--- src/rtl/led_share_sched.sv ---
// Round-robin owner of a single board LED: each grant blinks BLINKS times, then a dark gap and a done pulse.
// Latency: grant/led one cycle after a request. Phases last hp*TICK_DIV cycles. Dropping req aborts at the next edge.
module led_share_sched #(
   parameter int N_REQ    = 4,
   parameter int TICK_DIV = 12_500_000,
   parameter int BLINKS   = 3
) (
   input  logic                 clk,
   input  logic                 rst,
   input  logic [N_REQ-1:0]     req,
   input  logic [4*N_REQ-1:0]   half_period,
   output logic                 led,
   output logic [N_REQ-1:0]     grant,
   output logic                 busy,
   output logic [N_REQ-1:0]     done
);

   localparam int PW = $clog2(TICK_DIV);
   localparam int BW = $clog2(BLINKS) + 1;
   localparam int IW = $clog2(N_REQ);
   localparam logic [PW-1:0] PRESC_MAX  = PW'(TICK_DIV - 1);
   localparam logic [BW-1:0] BLINK_LAST = BW'(BLINKS - 1);
   localparam logic [IW-1:0] RR_INIT    = IW'(N_REQ - 1);

   typedef enum logic [1:0] {S_IDLE, S_ON, S_OFF, S_GAP} state_t;

   state_t           state_q, state_d;
   logic             led_q, led_d;
   logic [N_REQ-1:0] grant_q, grant_d;
   logic [N_REQ-1:0] done_q, done_d;
   logic [PW-1:0]    presc_q, presc_d;
   logic [3:0]       half_cnt_q, half_cnt_d;
   logic [BW-1:0]    blink_cnt_q, blink_cnt_d;
   logic [IW-1:0]    rr_last_q, rr_last_d;
   logic [IW-1:0]    win_q, win_d;
   logic [3:0]       hp_q, hp_d;

   logic             found;
   logic [IW-1:0]    win;
   logic [IW-1:0]    idx;
   logic [3:0]       hp_sel;
   logic             tick;

   // Search starts just past the last owner so a persistent requester goes to the back.
   always_comb begin
      found  = 1'b0;
      win    = '0;
      idx    = '0;
      hp_sel = '0;
      for (int k = 0; k < N_REQ; k++) begin
         idx = IW'((int'(rr_last_q) + 1 + k) % N_REQ);
         if (!found && req[idx]) begin
            found = 1'b1;
            win   = idx;
         end
      end
      hp_sel = half_period[int'(win)*4 +: 4];
      if (hp_sel == 4'd0) begin
         hp_sel = 4'd1;
      end
   end

   assign tick = (presc_q == PRESC_MAX);

   always_comb begin
      state_d     = state_q;
      led_d       = led_q;
      grant_d     = grant_q;
      done_d      = '0;
      presc_d     = presc_q;
      half_cnt_d  = half_cnt_q;
      blink_cnt_d = blink_cnt_q;
      rr_last_d   = rr_last_q;
      win_d       = win_q;
      hp_d        = hp_q;

      if (state_q == S_IDLE) begin
         presc_d = '0;
         led_d   = 1'b0;
         grant_d = '0;
         if (found) begin
            grant_d      = '0;
            grant_d[win] = 1'b1;
            rr_last_d    = win;
            win_d        = win;
            hp_d         = hp_sel;
            half_cnt_d   = hp_sel - 4'd1;
            blink_cnt_d  = '0;
            led_d        = 1'b1;
            state_d      = S_ON;
         end
      end else if (!req[win_q]) begin
         // Abort wins over any tick landing on the same edge.
         state_d = S_IDLE;
         led_d   = 1'b0;
         grant_d = '0;
         presc_d = '0;
      end else begin
         presc_d = tick ? '0 : presc_q + PW'(1);
         if (tick) begin
            if (half_cnt_q != 4'd0) begin
               half_cnt_d = half_cnt_q - 4'd1;
            end else begin
               half_cnt_d = hp_q - 4'd1;
               case (state_q)
                  S_ON: begin
                     state_d = S_OFF;
                     led_d   = 1'b0;
                  end
                  S_OFF: begin
                     if (blink_cnt_q < BLINK_LAST) begin
                        state_d     = S_ON;
                        led_d       = 1'b1;
                        blink_cnt_d = blink_cnt_q + BW'(1);
                     end else begin
                        state_d = S_GAP;
                     end
                  end
                  default: begin
                     state_d = S_IDLE;
                     done_d  = grant_q;
                     grant_d = '0;
                     led_d   = 1'b0;
                     presc_d = '0;
                  end
               endcase
            end
         end
      end
   end

   always_ff @(posedge clk or negedge rst) begin
      if (!rst) begin
         state_q     <= S_IDLE;
         led_q       <= 1'b0;
         grant_q     <= '0;
         done_q      <= '0;
         presc_q     <= '0;
         half_cnt_q  <= '0;
         blink_cnt_q <= '0;
         rr_last_q   <= RR_INIT;
         win_q       <= '0;
         hp_q        <= 4'd1;
      end else begin
         state_q     <= state_d;
         led_q       <= led_d;
         grant_q     <= grant_d;
         done_q      <= done_d;
         presc_q     <= presc_d;
         half_cnt_q  <= half_cnt_d;
         blink_cnt_q <= blink_cnt_d;
         rr_last_q   <= rr_last_d;
         win_q       <= win_d;
         hp_q        <= hp_d;
      end
   end

   assign led   = led_q;
   assign grant = grant_q;
   assign done  = done_q;
   assign busy  = (state_q != S_IDLE);

endmodule

--- config.mk ---
export PLATFORM = sky130hd
export DESIGN_NAME = led_share_sched
export DESIGN_NICKNAME = d
export VERILOG_FILES = /design/src/rtl/led_share_sched.sv
export SDC_FILE = /design/constraint.sdc
export NUM_CORES = 1
export LEC_CHECK = 0
export ABC_CLOCK_PERIOD_IN_PS = 4730
export BUFFER_PORTS_ARGS = -buffer_cell sky130_fd_sc_hd__buf_2
export CORE_UTILIZATION = 59
export CTS_BUF_LIST = sky130_fd_sc_hd__clkbuf_4 sky130_fd_sc_hd__clkbuf_8
export CTS_CLUSTER_SIZE = 12
export DETAILED_ROUTE_END_ITERATION = 8
export PLACE_DENSITY = 0.8
export RECOVER_POWER = 50
export SLEW_MARGIN = 40
export SYNTH_ARGS = -nofsm -noshare
export SYNTH_HDL_FRONTEND = slang
export SYNTH_SLANG_ARGS = --single-unit
--- constraint.sdc ---
create_clock -name clk -period 4.73 [get_ports clk]
set_clock_uncertainty 0.05 [all_clocks]
set_input_delay 0.2365 -clock clk [delete_from_list [all_inputs] [get_ports clk]]
set_output_delay 0.2365 -clock clk [all_outputs]
set_load 0.005 [all_outputs]
# [Word-level counts from Yosys, hierarchy flattened]
# Index checks and enable logic that the tools add are counted.
[classes] addsub=9 order_cmp=8 n_eq_ne=9 shifts=1 mux=64 n_reduce_logical=22
[op_table] operator="$mux W24" n=6
[op_table] operator="$mux W4" n=17
[op_table] operator="$add A24 B1 Y24 const B" n=1
[op_table] operator="$eq A24 B24 Y1 const B" n=1
[op_table] operator="$mux W3" n=7
[op_table] operator="$mux W2" n=10
[op_table] operator="$lt A2 B3 Y1 const B" n=6
[op_table] operator="$mux W1" n=17
[op_table] operator="$shiftx A16 B5 Y4" n=1
[op_table] operator="$reduce_and A3 Y1" n=4
[op_table] operator="$sub A4 B1 Y4 const B" n=3
[op_table] operator="$bmux W1 S2" n=5
[op_table] operator="$reduce_bool A2 Y1" n=5
[op_table] operator="$ne A3 B3 Y1 const B" n=3
[op_table] operator="$add A2 B2 Y2 const B" n=3
[op_table] operator="$reduce_and A6 Y1" n=1
[op_table] operator="$logic_and A1 B1 Y1" n=4
[op_table] operator="$logic_not A4 Y1" n=1
[op_table] operator="$ne A2 B2 Y1 const B" n=2
[op_table] operator="$ne A4 B4 Y1 const B" n=1
[op_table] operator="$pmux W2 S2" n=1
[op_table] operator="$reduce_bool A4 Y1" n=1
[op_table] operator="$add A3 B1 Y3 const B" n=1
[op_table] operator="$logic_not A1 Y1" n=3
[op_table] operator="9 further kinds" n=9
[word_totals] ff_bits=50 inputBits=22 output_inout_bits=10 word_cells=123

# [Longest topological paths before layout]
[logic_depth] word_depth=19 mapped_depth=11 depth_no_buf=10

# [Least setup slack after synthesis]
# No wires, ideal clock.
[synth_timing] path_kind="reg-to-reg" start="register rr_last_q[0]" end="register half_cnt_q[3]" setup_time_ns=0.125 t_arrival_ns=2.282 required_ns=4.555 setup_slack_ns=2.273 stages_incl_launch_ff=9 n_path_buf=0 synth_period_minus_slack_ns=2.457 cell_sequence="dfstp_2 > nand2b_1 > a21boi_2 > nor3_4 > mux2_1 > o211a_1 > nor4_2 > xor2_1 > mux2_2"
[synth_between] elab_chain_cells=19 elab_cells_between_ends=34 classes_between="add/sub: 5; eq/ne: 1; shift: 1; mux: 19; reduce/logical: 8"
[synth_rtl] element="start: declaration" line="34" text="logic [IW-1:0] rr_last_q, rr_last_d;"
[synth_rtl] element="start signal: assignment" line="152" text="rr_last_q <= rr_last_d;"
[synth_rtl] element="$add A2 B1 Y2 (*)" line="51" text="idx = IW'((int'(rr_last_q) + 1 + k) % N_REQ);"
[synth_rtl] element="parallel branches: the longest is 18 deep, another holds $add A2 B2 Y2"
[synth_rtl] element="end signal: assignment" line="150" text="half_cnt_q <= half_cnt_d;"
[synth_rtl] element="end: declaration" line="32" text="logic [3:0] half_cnt_q, half_cnt_d;"
# Mark *: on every way between the ends. The select of a mux whose other input is x is not followed.
# A chain may end at the register's enable or synchronous reset.

# [Final worst setup path]
# Same ends and word-level chain as after synthesis.

==> results.py <==
metrics = {
    "min_path": {
        "holdPathStages": 5,
        "hp-start": "half_period[3]",
        "holdPathEnd": "hp_q[3]",
        "hold_path.class": "in2reg",
    },
    "timing": {
        "min_period_over_period": 0.637,
        "whs_ns": 0.378,
        "clock.fmax_mhz": 332,
        "setup_viol": 0,
        "relSlewSlack": -0.691,
        "period_needed_ns": 3.01,
        "finalHoldViolations": 0,
        "rsz0062_at_grt": "no",
        "maxSlewViolCount": 51,
        "final.setup.worst_slack_ns": 1.72,
        "setup_tns_ns": 0,
        "worstMarginPinSlew_ns": 2.54,
    },
    "drt": {
        "wirelength_um": 5500,
        "vias": 2180,
        "dr.pass1.iters": 6,
        "antenna_left": 0,
        "via_per_inst": 5.89,
        "route.detailed.drc": 4,
        "dr.first_iter.drc_count": 178,
        "wl_per_cell_um": 14.9,
    },
    "cts": {
        "cts.clk_slew.worst_paths_ns": 0.10,
        "cts_tree": "done",
        "cts_sinks": 50,
        "root_buffer": "clkbuf_8",
        "htree_levels": 2,
        "cts_buffer_depth": 2,
        "post_cts_resized": 0,
        "postCtsHoldBufs": 1,
        "postCtsSetupRepairBufs": 0,
        "numCtsBuffers": 5,
        "clock_latency_ns": 0.31,
    },
    "critical_path": {
        "required_ns": 4.89,
        "reg2reg_slack_ns": 1.72,
        "endpoint_kind": "register",
        "cp.arrival_ns": 3.17,
        "r2r-end": "half_cnt_q[3]",
        "critPathMaxFanout": 15,
        "path_class": "reg2reg",
        "r2r_start": "rr_last_q[0]",
        "r2r_cells": 8,
        "start_kind": "register",
    },
    "power": {
        "combPwrFrac": 0.410,
        "p_sw_w": 0.000602,
        "power_frac_clock": 0.203,
        "leakagePower_nw": 1.38,
        "p_sw_frac": 0.390,
        "powerDensity_nw_per_um2": 499,
        "p_int_w": 0.000941,
        "max-vdd-ir-drop_v": 0.000351,
        "seqPwrFrac": 0.386,
    },
    "synthesis": {
        "syn_nets": 314,
        "synth_area_sq_um": 2780,
        "synthCells": 285,
        "synth_edf_count": 0,
        "synthFlopType": "dfrtp_1",
        "ys_warn_count": 0,
        "seq_area_frac_synth": 0.451,
        "async_flop_share": 1.00,
        "synth.ff_latch_count": 50,
        "synth_area_per_cell_sq_um": 9.77,
        "synth_cell_type_count": 53,
    },
    "global_routing": {
        "antenna_found_initial": 0,
        "grt_pass1_wl_um": 9760,
        "grtUsageTotal": 0.247,
        "grt_max_degree": 51,
        "overflow": 0,
        "grt_pass1_vias": 2186,
    },
    "floorplanning": {
        "ios": 32,
        "design.die.area_sq_um": 5000,
        "die_w_um": 70.7,
        "start_util": 0.626,
        "num_rows": 24,
        "core_sq_um": 4440,
        "die_y_um": 70.7,
    },
    "placed_design": {
        "io_buffers": 31,
        "hpwl_um": 3960,
        "dp_slack_ns": 1.73,
        "gp_congestion": 0.869,
        "dpl-instance-area_sq_um": 2970,
    },
    "cells_and_area": {
        "finish.net_count": 346,
        "antenna_cells": 0,
        "regArea_sq_um": 1250,
        "multi_input_area_sq_um": 1470,
        "fillers": 359,
        "finalInstanceArea_sq_um": 3090,
        "drive_above_1_share": 0.170,
        "area_growth_pct": 11.1,
    },
    "job": {
        "maxCapViolations": 1,
    },
    "run_status": {
        "violations": "DRC, capacitance limit, slew limit",
        "outcome": "finished, violations left",
    },
}
metal layers:
metal | up-vias | global-route usage | wire length [um] | part of all wire
li1 | 1058 | - | - | -
met2 | 47 | 0.390 | 2560 | 0.46
met5 | - | 0 | 0 | 0
met1 | 1066 | 0.336 | 2670 | 0.49
met3 | 9 | 0.0527 | 184 | 0.033
met4 | 0 | 0.0956 | 85 | 0.015
registers in the layout, summed over array words and instances (netlist names):
signal,cells
presc_q,24
state_q,2
win_q,2
led,1
blink_cnt_q,3
rr_last_q,2
hp_q,4
half_cnt_q,4
done,4
grant,4
how the worst max path moves through the flow:
stage / startpoint / to / slack (ns)
CTS: rr_last_q[0] / half_cnt_q[3] / 1.71
floorplan: rr_last_q[0] / half_cnt_q[3] / 2.27
global placement: rr_last_q[1] / half_cnt_q[2] / 1.79
detailed placement: rr_last_q[0] / half_cnt_q[3] / 1.73
finish: rr_last_q[0] / half_cnt_q[3] / 1.72
global route: rst / grant[0] / 1.36
through the flow:
stage | power, W | cells | util
2_1_floorplan | 0.00108 | 285 | -
3_3_place_gp | 0.00121 | 361 | 0.666
3_5_place_dp | 0.00123 | 361 | 0.669
4_1_cts | 0.00155 | 370 | 0.698
5_1_grt | 0.00165 | 370 | 0.696
6_report | 0.00154 | 370 | 0.696
cell type report:
| type | instances | area share |
|---|---|---|
| clock inverters | 3 | 0.0158 |
| well taps | 52 | 0.0210 |
| multi-input cells | 221 | 0.475 |
| flip-flops and latches | 50 | 0.406 |
| clock buffers | 5 | 0.0222 |
| inverters | 7 | 0.00850 |
| repair buffers | 32 | 0.0514 |
cell usage in the layout, fill, tap and decap left out, types with 2 or more instances in the layout:
cell / netlist / final
a211oi_1: 3 / 3
a21oi_1: 8 / 8
and2_1: 7 / 7
and3_1: 3 / 3
and4_1: 4 / 4
buf_2: 1 / 26
clkbuf_1: 4 / 5
clkbuf_8: 0 / 5
dfrtp_1: 47 / 47
dfstp_2: 3 / 3
ha_1: 7 / 7
inv_1: 5 / 5
inv_2: 2 / 2
mux2_2: 2 / 2
mux2i_1: 15 / 15
nand2_1: 33 / 33
nand2b_1: 6 / 5
nand3_1: 10 / 10
nand4_1: 6 / 6
nor2_1: 41 / 41
nor3_1: 3 / 3
nor4_1: 3 / 3
nor4_2: 3 / 3
nor4b_1: 3 / 3
o21a_1: 3 / 3
o21ai_0: 4 / 4
o21ai_1: 7 / 7
o31ai_1: 2 / 2
or3_1: 4 / 4
xnor2_1: 8 / 8
xor2_1: 14 / 14
power by group through the flow:
stage | combinational, W | clock [W] | sequential, W
after floorplan | 0.000497 | 0 | 0.000587
after global placement | 0.000609 | 0 | 0.000598
after detailed placement | 0.000628 | 0 | 0.000603
after CTS | 0.000634 | 0.000319 | 0.000595
after global routing | 0.000705 | 0.000336 | 0.000609
final | 0.000633 | 0.000314 | 0.000596
kinds of logic after synthesis:
| logic type | Yosys count | synth area share |
|---|---|---|
| AOI/OAI and AO/OA | 40 | 0.102 |
| and+or+nand+nor | 132 | 0.243 |
| buffers and inverters | 14 | 0.0247 |
| adders and majority gates | 7 | 0.0315 |
| DFF | 50 | 0.451 |
| muxes | 20 | 0.0791 |
| xor gates and xnor gates | 22 | 0.0692 |
critical path, stage by stage, from the launching register on:
cell,delay (ns)
dfstp_2,0.55
nand2b_1,0.19
a21boi_2,0.12
nor3_4,0.68
mux2_1,0.38
o211a_1,0.25
nor4_2,0.31
xor2_1,0.10
mux2_2,0.28
cell usage after synthesis (2+ instances only):
library cell / number / share of area
o31ai_1: 2 / 0.0054
o21ai_0: 4 / 0.0072
nor4_2: 3 / 0.013
a211oi_1: 3 / 0.0081
and4_1: 4 / 0.013
a21oi_1: 8 / 0.014
nand4_1: 6 / 0.013
o21ai_1: 7 / 0.013
inv_2: 2 / 0.0027
clkbuf_1: 4 / 0.0054
nor3_1: 3 / 0.0054
nand2b_1: 6 / 0.013
mux2i_1: 15 / 0.054
nor2_1: 41 / 0.055
nand3_1: 10 / 0.018
xnor2_1: 8 / 0.025
nand2_1: 33 / 0.044
ha_1: 7 / 0.031
xor2_1: 14 / 0.044
and2_1: 7 / 0.016
buf_6: 2 / 0.0081
dfstp_2: 3 / 0.028
nor4b_1: 3 / 0.0094
nor4_1: 3 / 0.0067
o21a_1: 3 / 0.0081
and3_1: 3 / 0.0067
mux2_2: 2 / 0.0081
inv_1: 5 / 0.0067
dfrtp_1: 47 / 0.42
or3_1: 4 / 0.0090
Power figures use the tool's default switching activity.
